==> src/rtl/dspl_drv.sv <==
// Eight-digit multiplexed seven-segment driver: per-frame input snapshot, fixed slot
// timing with a leading blank window, active-low anode and cathode outputs.
module dspl_drv #(
    parameter int REFRESH_CYCLES = 100000,
    parameter int BLANK_CYCLES   = 1000
) (
    input  logic       clk,
    input  logic       rst,
    input  logic [5:0] d1,
    input  logic [5:0] d2,
    input  logic [5:0] d3,
    input  logic [5:0] d4,
    input  logic [5:0] d5,
    input  logic [5:0] d6,
    input  logic [5:0] d7,
    input  logic [5:0] d8,
    output logic [7:0] an,
    output logic [7:0] dec_ddp
);

    localparam int CW = (REFRESH_CYCLES > 1) ? $clog2(REFRESH_CYCLES) : 1;
    localparam logic [CW-1:0] CNT_MAX   = CW'(REFRESH_CYCLES - 1);
    localparam logic [CW-1:0] BLANK_END = CW'(BLANK_CYCLES);

    // Standard active-low hex font, segment order a..g from MSB to LSB.
    function automatic logic [6:0] seg_decode(input logic [3:0] val);
        logic [6:0] seg;
        case (val)
            4'h0:    seg = 7'b0000001;
            4'h1:    seg = 7'b1001111;
            4'h2:    seg = 7'b0010010;
            4'h3:    seg = 7'b0000110;
            4'h4:    seg = 7'b1001100;
            4'h5:    seg = 7'b0100100;
            4'h6:    seg = 7'b0100000;
            4'h7:    seg = 7'b0001111;
            4'h8:    seg = 7'b0000000;
            4'h9:    seg = 7'b0000100;
            4'hA:    seg = 7'b0001000;
            4'hB:    seg = 7'b1100000;
            4'hC:    seg = 7'b0110001;
            4'hD:    seg = 7'b1000010;
            4'hE:    seg = 7'b0110000;
            4'hF:    seg = 7'b0111000;
            default: seg = 7'b1111111;
        endcase
        return seg;
    endfunction

    logic [CW-1:0] cnt_r;
    logic [2:0]    idx_r;
    logic [5:0]    snap_r [8];
    logic [7:0]    an_r;
    logic [7:0]    dec_r;

    logic [5:0]    din_s [8];
    logic          cnt_wrap_s;
    logic          frame_start_s;
    logic [5:0]    cur_s;
    logic [7:0]    an_s;
    logic [7:0]    dec_s;

    assign din_s[0] = d1;
    assign din_s[1] = d2;
    assign din_s[2] = d3;
    assign din_s[3] = d4;
    assign din_s[4] = d5;
    assign din_s[5] = d6;
    assign din_s[6] = d7;
    assign din_s[7] = d8;

    assign cnt_wrap_s    = (cnt_r == CNT_MAX);
    assign frame_start_s = (cnt_r == {CW{1'b0}}) && (idx_r == 3'd0);
    assign cur_s         = snap_r[idx_r];

    // Next anode/cathode pattern from the pre-edge slot position and snapshot.
    always_comb begin
        an_s  = 8'hFF;
        dec_s = 8'hFF;
        if (cnt_r < BLANK_END) begin
            an_s  = 8'hFF;
            dec_s = 8'hFF;
        end else if (cur_s[5]) begin
            an_s  = ~(8'h01 << idx_r);
            dec_s = {seg_decode(cur_s[4:1]), ~cur_s[0]};
        end else begin
            an_s  = 8'hFF;
            dec_s = 8'hFF;
        end
    end

    // Slot counter and digit position; the position advances on slot wrap.
    always_ff @(posedge clk or posedge rst) begin
        if (rst) begin
            cnt_r <= {CW{1'b0}};
            idx_r <= 3'd0;
        end else if (cnt_wrap_s) begin
            cnt_r <= {CW{1'b0}};
            idx_r <= idx_r + 3'd1;
        end else begin
            cnt_r <= cnt_r + CW'(1);
            idx_r <= idx_r;
        end
    end

    // Whole-frame snapshot so a frame never mixes old and new digit data.
    always_ff @(posedge clk or posedge rst) begin
        if (rst) begin
            for (int i = 0; i < 8; i++) begin
                snap_r[i] <= 6'h00;
            end
        end else if (frame_start_s) begin
            for (int i = 0; i < 8; i++) begin
                snap_r[i] <= din_s[i];
            end
        end else begin
            for (int i = 0; i < 8; i++) begin
                snap_r[i] <= snap_r[i];
            end
        end
    end

    // Registered outputs; reset forces every digit dark immediately.
    always_ff @(posedge clk or posedge rst) begin
        if (rst) begin
            an_r  <= 8'hFF;
            dec_r <= 8'hFF;
        end else begin
            an_r  <= an_s;
            dec_r <= dec_s;
        end
    end

    assign an      = an_r;
    assign dec_ddp = dec_r;

endmodule
==> config.mk <==
export PLATFORM = sky130hd
export DESIGN_NAME = dspl_drv
export DESIGN_NICKNAME = d
export VERILOG_FILES = /design/src/rtl/dspl_drv.sv
export SDC_FILE = /design/constraint.sdc
export NUM_CORES = 1
export LEC_CHECK = 0
export BUFFER_PORTS_ARGS = -buffer_cell sky130_fd_sc_hd__buf_4
export CORE_MARGIN = 4
export CORE_UTILIZATION = 40
export CTS_CLUSTER_SIZE = 20
export DETAILED_ROUTE_END_ITERATION = 12
export PLACE_DENSITY_LB_ADDON = 0.2
export SYNTH_ARGS = -nofsm -noshare
export SYNTH_HDL_FRONTEND = slang
export SYNTH_SLANG_ARGS = --single-unit
==> constraint.sdc <==
create_clock -name clk -period 3.3 [get_ports clk]
set_input_delay 0.825 -clock clk [delete_from_list [all_inputs] [get_ports clk]]
set_output_delay 0.825 -clock clk [all_outputs]
set_load 0.05 [all_outputs]
---- Word-level counts from Yosys, hierarchy flattened ----
Memories as Yosys holds them, arrays and structs flattened.
Index checks and enable logic that the tools add are counted.
storage, ports and cells
  register bits after elaboration ......... 84
  ROM bits ................................ 112
  bits of input ports ..................... 50
  output and inout bits ................... 16
  logic and storage cells ................. 33
  memories ................................ 1
memory list
  memory            depth  bits a word  read ports  clocked after memory_dff  wr ports  line  RTL
  (name not given)  16     7            1           0                         0         28    case (val)
operators by class
  add/subtract/negate cells ............... 2
  order comparisons ....................... 2
  equal/unequal tests ..................... 1
  shift operators ......................... 1
  multiplexer cells ....................... 8
  bitwise gates (word level) .............. 3
  reductions and logical operators ........ 3
operators by type and width
  cell                                                                     number
  8-bit two-way mux                                                        4
  6-bit binary-select mux with 3-bit select                                1
  17-bit by 1-bit adder with 17-bit output (second input constant)         1
  17-bit == test (second input constant)                                   1
  17-bit logical NOT                                                       1
  17-bit by 10-bit < comparator with 1-bit output (second input constant)  1
  17-bit two-way mux                                                       1
  6-bit two-way mux                                                        2
  8-bit inverter                                                           1
  1-bit by 3-bit << shifter with 8-bit output (first input constant)       1
  4-bit >= comparator (second input constant)                              1
  3-bit inverter with 4-bit output                                         1
  3-bit by 1-bit adder with 3-bit output (second input constant)           1
  3-bit logical NOT                                                        1
  1-bit logical AND                                                        1
  1-bit inverter                                                           1

---- Logic depth before layout (Yosys ltp) ----
  depth in word-level cells ............... 7
  depth in mapped cells ................... 9
  depth with buffers taken out ............ 8

---- Worst setup path before layout ----
No wires, ideal clock.
  kind .................................... register to register
  start ................................... reg idx_r[0]
  end ..................................... reg dec_r[4], in the netlist dec_ddp[4]
  setup time .............................. 79 ps
  arrival time ............................ 2,316 ps
  required time ........................... 3,221 ps
  setup slack ............................. 905 ps
  stages on the path, launching flop included .. 8
  path buffers ............................ 1
  clock period less this slack ............ 2,395 ps
  cells stage by stage .................... dfrtp_1 buf_2 mux4_2 mux2_2 inv_1 ha_1 o211a_1 o21ai_0
between the ends
  cells in the longest elaborated chain, start to end .. 7
RTL lines
  what                                                      line  RTL
  start, declared                                           51    logic [2:0] idx_r;
  start signal, assigned                                    99    idx_r <= idx_r + 3'd1;
  start signal, assigned                                    102   idx_r <= idx_r;
  3-bit inverter with 4-bit output (not written as such) *  74    assign cur_s = snap_r[idx_r];
  6-bit binary-select mux with 3-bit select *               74
  6-bit two-way mux (not written as such) * (2 in series)   74
  memory read 16 x 7 bit                                    n/a
  8-bit two-way mux *                                       83    end else if (cur_s[5]) begin
  8-bit two-way mux *                                       80    if (cnt_r < BLANK_END) begin
  via dec_s[4]                                              61    logic [7:0] dec_s;
  end signal, assigned                                      130   dec_r <= dec_s;
  end, declared                                             54    logic [7:0] dec_r;
The timed path passes the listed nets; every way through them passes the cells marked *. The select of a mux whose other input is x is not followed.
A chain may end at the register's enable or synchronous reset.

---- Worst setup path after layout ----
  start ................................... reg cnt_r[13]
  end ..................................... reg snap_r[28] (netlist name)
between the ends
  cells in the longest elaborated chain, start to end .. 2
RTL lines
  what                           line  RTL
  start, declared                50    logic [CW-1:0] cnt_r;
  start signal, assigned         95    cnt_r <= {CW{1'b0}};
  start signal, assigned         98    cnt_r <= {CW{1'b0}};
  start signal, assigned         101   cnt_r <= cnt_r + CW'(1);
  17-bit logical NOT             73    assign frame_start_s = (cnt_r == {CW{1'b0}}) && (idx_r == 3'd0);
  1-bit logical AND              73
  end signal, assigned by index  114   snap_r[i] <= din_s[i];
  end signal, assigned by index  118   snap_r[i] <= snap_r[i];
  end, declared                  52    logic [5:0] snap_r [8];
No other way between the ends.

==> metrics.yaml <==
min_to: "cnt_r[14]"
path_class: "register to register"
rsz0062_at_grt: "false"
die-area_sq_um: 11400
antenna_found_initial: 0
drt_pass1_iterations: 4
timing.hold.ws_ns: 0.488
fill_cells: 864
ant_nets: 0
cts_resized: 0
antenna_cells: 0
synth-main-ff-cell: "dfrtp_1"
hold_viol: 0
fin_tns_setup_ns: 0
fp.dieW_microns: 107
ir_drop_mv: 0.191
cts.path.max_buffers: 2
yosysTopAreaCell: "dfrtp_1"
nNetsFinal: 419
overflow: 0
synth_edf_count: 0
portBuffers: 65
setup_slack_ns: 0.827
synth-warning-count: 0
post_cts_buffers: 0
numCtsBuffers: 9
critPathCaptureType: "register"
min_from: "cnt_r[14]"
arrival_ns: 2.70
placed_cell_area_sq_um: 4560
final_core_util: 0.513
path_clk_slew_ns: 0.08
p_leak_uw: 0.00211
grt_pass1_wl_microns: 12300
async_flop_share: 1.00
seq_area_frac_synth: 0.543
period_needed_ns: 2.47
finalMaxSlewViolations: 0
root_buffer: "clkbuf_8"
critPathLaunchType: "register"
worst_slew_pin_slew_ns: 0.704
cts.sinks: 84
drv_cap: 0
rr_startpoint: "cnt_r[13]"
relSlewSlack: 0.530
final_area_sq_um: 4810
ios: 66
fp.dieH_microns: 107
yosysTopAreaCellShare: 0.436
grt_max_degree: 49
drt_wl_total_microns: 7470
synth_area_sq_um: 3900
min_path_type: "register to register"
synth-seq-cells: 84
routed_via_density: 4.91
syn_nets: 348
rrSetupSlack_ns: 0.83
post-place-ws_ns: 0.827
postSynthAreaPerCell_sq_um: 13.7
core-area_sq_um: 9370
netlist_instances: 284
clock.fmax_mhz: 404
start_util: 0.417
whs_path_depth: 1
post_drt_wl_per_cell_microns: 15.3
ctsHoldBuffers: 0
path_max_fanout: 48
drt_iter0_markers: 85
synth.most_common_cell: "dfrtp_1"
finalClockSkew_ns: 0.00751
clk_latency_ns: 0.34
synthTopCellsByCount: "68 x dfrtp_1, 32 x mux2_2, 20 x mux2_1"
ys_types: 41
worstRegToRegCells: 5
setup_viol: 0
core.rowCount: 35
syn_to_final_growth_pct: 23.1
h-tree-depth: 3
grt_usage: 0.137
powerDensity_nw_per_um2: 436
min_period_over_period: 0.749
drc_errors: 0
vias: 2400
reg2reg_to: "snap_r[28]"
gp_routability_congestion: 0.714
required_ns: 3.53
dp.final_hpwl_microns: 5430
status: "completed"
first_global_vias: 2489
drive_gt1_frac: 0.425
cts_tree: "built"
synth.top_cells.by_area: "dfrtp_1 44%, dfstp_2 11%, mux2_2 9.2%"
## through the flow
| step | total power [uW] | std cells |
|---|---|---|
| 2_1_floorplan | 1160 | 284 |
| 3_3_place_gp | 1230 | 473 |
| 3_5_place_dp | 1230 | 473 |
| 4_1_cts | 2120 | 489 |
| 5_1_grt | 2180 | 489 |
| 6_report | 2100 | 489 |
## registers in the layout (all words and copies together), names as in the netlist
| signal | cells |
|---|---|
| snap_r | 48 |
| an | 8 |
| idx_r | 3 |
| dec_ddp | 8 |
| cnt_r | 17 |
## critical path, stage by stage, from the launching register on
cell	delay, ns
dfrtp_1	0.43
or4_1	0.58
or4_4	0.47
nor3_4	0.21
buf_12	0.28
mux2_2	0.37
## worst max-delay path by stage
stage                         start          to  cells past startpoint
after detailed placement   idx_r[0]  dec_ddp[3]                      7
after CTS                  idx_r[0]  dec_ddp[3]                      7
after global routing       idx_r[0]  dec_ddp[4]                      8
after floorplan                 rst    cnt_r[0]                      1
after global placement     idx_r[0]  dec_ddp[3]                      7
final                     cnt_r[13]  snap_r[28]                      5
## cells in the final DEF (no fill, tap or decap), types with 3 or more instances in the layout
| master | netlist | final |
|---|---|---|
| and3_1 | 5 | 5 |
| clkbuf_8 | 0 | 10 |
| nand2_1 | 18 | 18 |
| nand4_1 | 4 | 4 |
| ha_1 | 14 | 14 |
| xnor2_1 | 8 | 8 |
| o221ai_1 | 3 | 3 |
| mux2_2 | 32 | 32 |
| nand3_1 | 13 | 13 |
| dfstp_2 | 16 | 16 |
| bufinv_16 | 0 | 3 |
| inv_1 | 9 | 8 |
| dfrtp_1 | 68 | 68 |
| o21ai_0 | 3 | 3 |
| mux2i_1 | 5 | 5 |
| nor2_1 | 11 | 11 |
| xor2_1 | 8 | 8 |
| buf_4 | 2 | 69 |
| mux4_2 | 12 | 12 |
| mux2_1 | 20 | 20 |
## final cells by class
type	instances	area [sq um]	share of cell area
Timing Repair Buffer	71	558	0.116
Inverter	10	38.8	0.00807
Clock buffer	10	138	0.0286
Tap cell	129	161	0.0336
Multi-Input combinational cell	179	1680	0.349
Clock inverter	6	111	0.0232
Sequential cell	84	2120	0.442
## power breakdown
group          leakage, uW  switching, uW  internal [uW]
combinational     0.000993           55.3           79.4
sequential        0.000993           15.0           1060
clock             0.000122            363            523
total              0.00211            433           1660
## layer usage
layer	vias to the layer above	track usage	part of all wire
met5	-	0	0
met4	0	0.0521	0.014
met3	10	0.0307	0.044
met2	55	0.208	0.47
met1	1187	0.192	0.48
li1	1148	-	-
## kinds of logic (layout without fill, tap and decap cells)
family | after synthesis | count (layout) | synth area share
flops | 84 | 84 | 0.543
fa+ha+maj | 14 | 14 | 0.0449
xor+xnor | 16 | 16 | 0.0359
simple gates | 67 | 67 | 0.0913
mux | 69 | 69 | 0.232
buf+inv | 21 | 97 | 0.0288
compound gates | 13 | 13 | 0.0237
Note: power is estimated with default switching activity, not from simulation.
